## config.mk

```make
export PLATFORM = sky130hd
export DESIGN_NAME = alu_share_arb
export DESIGN_NICKNAME = d
export VERILOG_FILES = /design/src/rtl/alu_share_arb.sv
export SDC_FILE = /design/constraint.sdc
export NUM_CORES = 1
export LEC_CHECK = 0
export ABC_AREA = 1
export CORE_AREA = 3 3 124 126
export CTS_BUF_LIST = sky130_fd_sc_hd__clkbuf_8
export CTS_CLUSTER_SIZE = 40
export DETAILED_ROUTE_END_ITERATION = 12
export DIE_AREA = 0 0 127 129
export GPL_ROUTABILITY_DRIVEN = 1
export GPL_TIMING_DRIVEN = 0
export PLACE_DENSITY = 0.72
export SYNTH_ARGS = -nofsm -noshare
export SYNTH_HDL_FRONTEND = slang
export SYNTH_SLANG_ARGS = --single-unit
```

## constraint.sdc

```tcl
create_clock -name clk -period 1.22 [get_ports clk]
set_input_delay 0.122 -clock clk [delete_from_list [all_inputs] [get_ports clk]]
set_output_delay 0.122 -clock clk [all_outputs]
set_load 0.01 [all_outputs]
```

## src/rtl/alu_share_arb.sv

```systemverilog
// alu_share_arb: round-robin sharing of one combinational ALU between two
// requesters, with a one-entry registered response buffer per port.
module alu_share_arb #(
    parameter int WIDTH = 32
) (
    input  logic             clk,
    input  logic             rst_n,
    input  logic             r0_valid,
    output logic             r0_ready,
    input  logic [2:0]       r0_op,
    input  logic             r0_ctrl,
    input  logic [WIDTH-1:0] r0_a,
    input  logic [WIDTH-1:0] r0_b,
    input  logic             r0_lt,
    input  logic             r0_ltu,
    input  logic             r1_valid,
    output logic             r1_ready,
    input  logic [2:0]       r1_op,
    input  logic             r1_ctrl,
    input  logic [WIDTH-1:0] r1_a,
    input  logic [WIDTH-1:0] r1_b,
    input  logic             r1_lt,
    input  logic             r1_ltu,
    output logic             rsp0_valid,
    input  logic             rsp0_ready,
    output logic [WIDTH-1:0] rsp0_result,
    output logic             rsp0_zero,
    output logic             rsp0_neg,
    output logic             rsp1_valid,
    input  logic             rsp1_ready,
    output logic [WIDTH-1:0] rsp1_result,
    output logic             rsp1_zero,
    output logic             rsp1_neg,
    output logic [WIDTH-1:0] alu_a,
    output logic [WIDTH-1:0] alu_b,
    output logic [2:0]       alu_operation,
    output logic             alu_control,
    output logic             alu_lt,
    output logic             alu_ltu,
    input  logic [WIDTH-1:0] alu_result,
    input  logic             alu_zero,
    input  logic             alu_neg
);

    typedef struct packed {
        logic [2:0]       op;
        logic             ctrl;
        logic [WIDTH-1:0] a;
        logic [WIDTH-1:0] b;
        logic             lt;
        logic             ltu;
    } req_t;

    req_t req0;
    req_t req1;
    req_t sel;

    logic prio;
    logic elig0;
    logic elig1;
    logic gnt0;
    logic gnt1;

    assign req0 = {r0_op, r0_ctrl, r0_a, r0_b, r0_lt, r0_ltu};
    assign req1 = {r1_op, r1_ctrl, r1_a, r1_b, r1_lt, r1_ltu};

    // A slot being drained this cycle can accept a new result at the same edge.
    assign elig0 = r0_valid && (!rsp0_valid || rsp0_ready);
    assign elig1 = r1_valid && (!rsp1_valid || rsp1_ready);

    assign gnt0 = elig0 && (!elig1 || !prio);
    assign gnt1 = elig1 && (!elig0 || prio);

    assign r0_ready = gnt0;
    assign r1_ready = gnt1;

    always_comb begin
        sel = '0;
        unique case (1'b1)
            gnt0:    sel = req0;
            gnt1:    sel = req1;
            default: sel = '0;
        endcase
    end

    assign alu_a         = sel.a;
    assign alu_b         = sel.b;
    assign alu_operation = sel.op;
    assign alu_control   = sel.ctrl;
    assign alu_lt        = sel.lt;
    assign alu_ltu       = sel.ltu;

    // The granted port hands priority to the other one.
    always_ff @(posedge clk or negedge rst_n) begin
        if (!rst_n) begin
            prio <= 1'b0;
        end else if (gnt0) begin
            prio <= 1'b1;
        end else if (gnt1) begin
            prio <= 1'b0;
        end
    end

    always_ff @(posedge clk or negedge rst_n) begin
        if (!rst_n) begin
            rsp0_valid  <= 1'b0;
            rsp0_result <= '0;
            rsp0_zero   <= 1'b0;
            rsp0_neg    <= 1'b0;
        end else if (gnt0) begin
            rsp0_valid  <= 1'b1;
            rsp0_result <= alu_result;
            rsp0_zero   <= alu_zero;
            rsp0_neg    <= alu_neg;
        end else if (rsp0_ready) begin
            rsp0_valid  <= 1'b0;
        end
    end

    always_ff @(posedge clk or negedge rst_n) begin
        if (!rst_n) begin
            rsp1_valid  <= 1'b0;
            rsp1_result <= '0;
            rsp1_zero   <= 1'b0;
            rsp1_neg    <= 1'b0;
        end else if (gnt1) begin
            rsp1_valid  <= 1'b1;
            rsp1_result <= alu_result;
            rsp1_zero   <= alu_zero;
            rsp1_neg    <= alu_neg;
        end else if (rsp1_ready) begin
            rsp1_valid  <= 1'b0;
        end
    end

endmodule

```

==> results.ini <==
[finish]
drive_gt1_share_pct = 39.5
area_growth_syn_to_layout_pct = 140
filler_cell_count = 1182
final_common_cell = clkdlybuf4s50_1
diodes = 0
seqCellArea_um2 = 1780
reg_top3 = rsp0_result: 32 flops, rsp1_result: 32 flops
multi_input_area_um2 = 2640
nets = 1120
final_cell_mix = clkdlybuf4s50_1, nand3_1, nand2_1, buf_6, nand2_2

[route]
avgViaCountPerCell = 4.86
drc_errors = 0
wl_um = 21200
drtPass1Iterations = 4
wire_per_inst_um = 18.8
ant_nets = 0
num_vias = 5487
drtIter0Drc = 379

[power_and_ir_drop]
ir_drop_uv = 671
p_leak_nw = 4.88
power_mw = 11.8
power_density_nw_per_um2 = 1240

[placement]
dp_hpwl_um = 14700
io_buffers = 321
gp_congestion = 0.838
post-place-ws_ns = -1.14

[outcome]
status = finished with violations
violations = negative setup slack

[floorplanning]
design.die.area_um2 = 16400
core-area_um2 = 14400
die_w_um = 127
initial_core_util_pct = 27.4
rows = 44
die_h_um = 129
pin_count = 322

[synthesis]
yosysSeqAreaShare_pct = 45.0
yosysWarnings = 0
ys_types = 12
synth-seq-cells = 71
syn_nets = 731
synthCells = 551
avgSynthCellArea_um2 = 7.17
syn-cell-area_um2 = 3950

[clocking]
clk_pin_slew_ns = 0.08
clock_path_buffers = 2
clock_latency_ns = 0.35
cts-htree-levels = 3
numCtsBuffers = 9
root_buffer = clkbuf_8
cts_tree = done
cts.sinks = 71

[critical_path]
crit_type = flip-flop to output pin
cp-end-kind = output pin
start_kind = flip-flop
max_stage_delay_ns = 0.44
slowest_stage = dfrtp_2
path_delay_family = buffers and inverters
worstPathCellList = a21boi_4, buf_8, buf_8, buf_12, buf_8, nand3_2, nand2_2, buf_6
cp_max_fo = 5
worstPathArrival_ns = 1.76
path_buf_inv = 5
cp_data_required_time_ns = 1.10
crit_top_cell = buf_8

[global_routing]
grt_use_total_pct = 22.6
grt_pass1_wl_um = 28800
grt-ovfl-total = 0
antenna_found_initial = 0
grt_pass1_vias = 5182
grt_max_degree = 55

[timing]
skew_ns = 0.00825
relSlewSlack_pct = 69.1
slew_violations = 0
setup_violations = 143
min_period_ns = 1.88
hold_viol = 0
holdWs_ns = 0.182
rsz0062_at_grt = true
setup_ws_ns = -0.664
finalCritPeriodShare_pct = 154
fmaxAchievable_ghz = 0.531
tightest_slew_ns = 0.464

[hold_path]
hold_path.class = input port to async pin

[flow_run]
maxCapViolCount = 0

## cell usage after synthesis, drive strengths merged
library cell  number  area share [%]
inv                5            0.48
buf               37             5.3
a21boi             2            0.76
dfrtp             71              45
nand2            212              20
clkbuf            13             1.2
o21ai              1            0.13
nand3            210              27
## where the power goes
group | switching (mW) | internal, mW | total (mW) | leakage [nW]
Sequential | 0.380 | 2.93 | 3.31 | 0.870
Combinational | 2.88 | 3.22 | 6.10 | 3.89
Clock | 0.957 | 1.41 | 2.37 | 0.128
## through the flow
stage                     cells  TNS, ns  util, %  area [um^2]
after floorplan             551    -2.66        -         4130
after global placement     1056  -292.68     52.5         7580
after detailed placement   1057  -110.09     52.7         7600
after CTS                  1101   -60.92     58.5         8440
after global routing       1129   -71.59     65.8         9490
final                      1129   -61.47     65.8         9490
## routing by layer
metal  share of wire (%)  global-route usage [%]
met4                 2.0                    5.87
met2                  51                    37.7
met1                  41                    29.6
met3                 6.2                    5.15
met5                   0                       0
## final cells by class
cell class / count / area share [%]
repair buffers: 382 / 42.7
multi-input cells: 425 / 27.8
flip-flops and latches: 71 / 18.7
plain buffers: 46 / 5.52
well taps: 184 / 2.42
clock buffers: 10 / 1.45
clock inverters: 6 / 1.13
inverters: 5 / 0.198
## logic make-up (layout without fill, tap and decap cells)
kind of cell	count (synthesis)	in the layout	share of synthesized area, %
AOI/OAI and AO/OA	3	3	0.887
buffers and inverters	55	449	6.97
DFF	71	71	45.0
and+or+nand+nor	422	422	47.1
## timing repair
item,CTS,global route
pin swaps,4,68
hold buffers,1,0
setup buffers,19,25
endpoints found under the hold margin,71,0
endpoints found under the setup margin,213,179
cloned,9,8
resized for setup,447,249
## worst reg2reg max path, stage by stage (launching register included)
cell	delay [ns]
dfrtp_2	0.44
a21boi_4	0.20
buf_4	0.14
buf_6	0.08
buf_6	0.08
buf_6	0.11
buf_6	0.12
bufbuf_16	0.25
nand3_1	0.07
nand2_1	0.07
## final timing paths
path	from	to	slack (ns)	cells after the start
worst max-delay path	rsp1_valid$_DFFE_PN0P_	alu_a[2]	-0.66	8
worst min-delay path	rst_n	rsp0_result[7]$_DFFE_PN0N_	0.18	2
worst max register to register	rsp1_valid$_DFFE_PN0P_	rsp1_result[26]$_DFFE_PN0P_	-0.40	9
worst min register to register	rsp0_result[11]$_DFFE_PN0N_	rsp0_result[11]$_DFFE_PN0N_	0.47	2
max in group asynchronous	rst_n	rsp0_result[22]$_DFFE_PN0N_	0.47	3
min in group clk	alu_result[6]	rsp1_result[6]$_DFFE_PN0P_	0.35	3
Power figures use the tool's default switching activity.
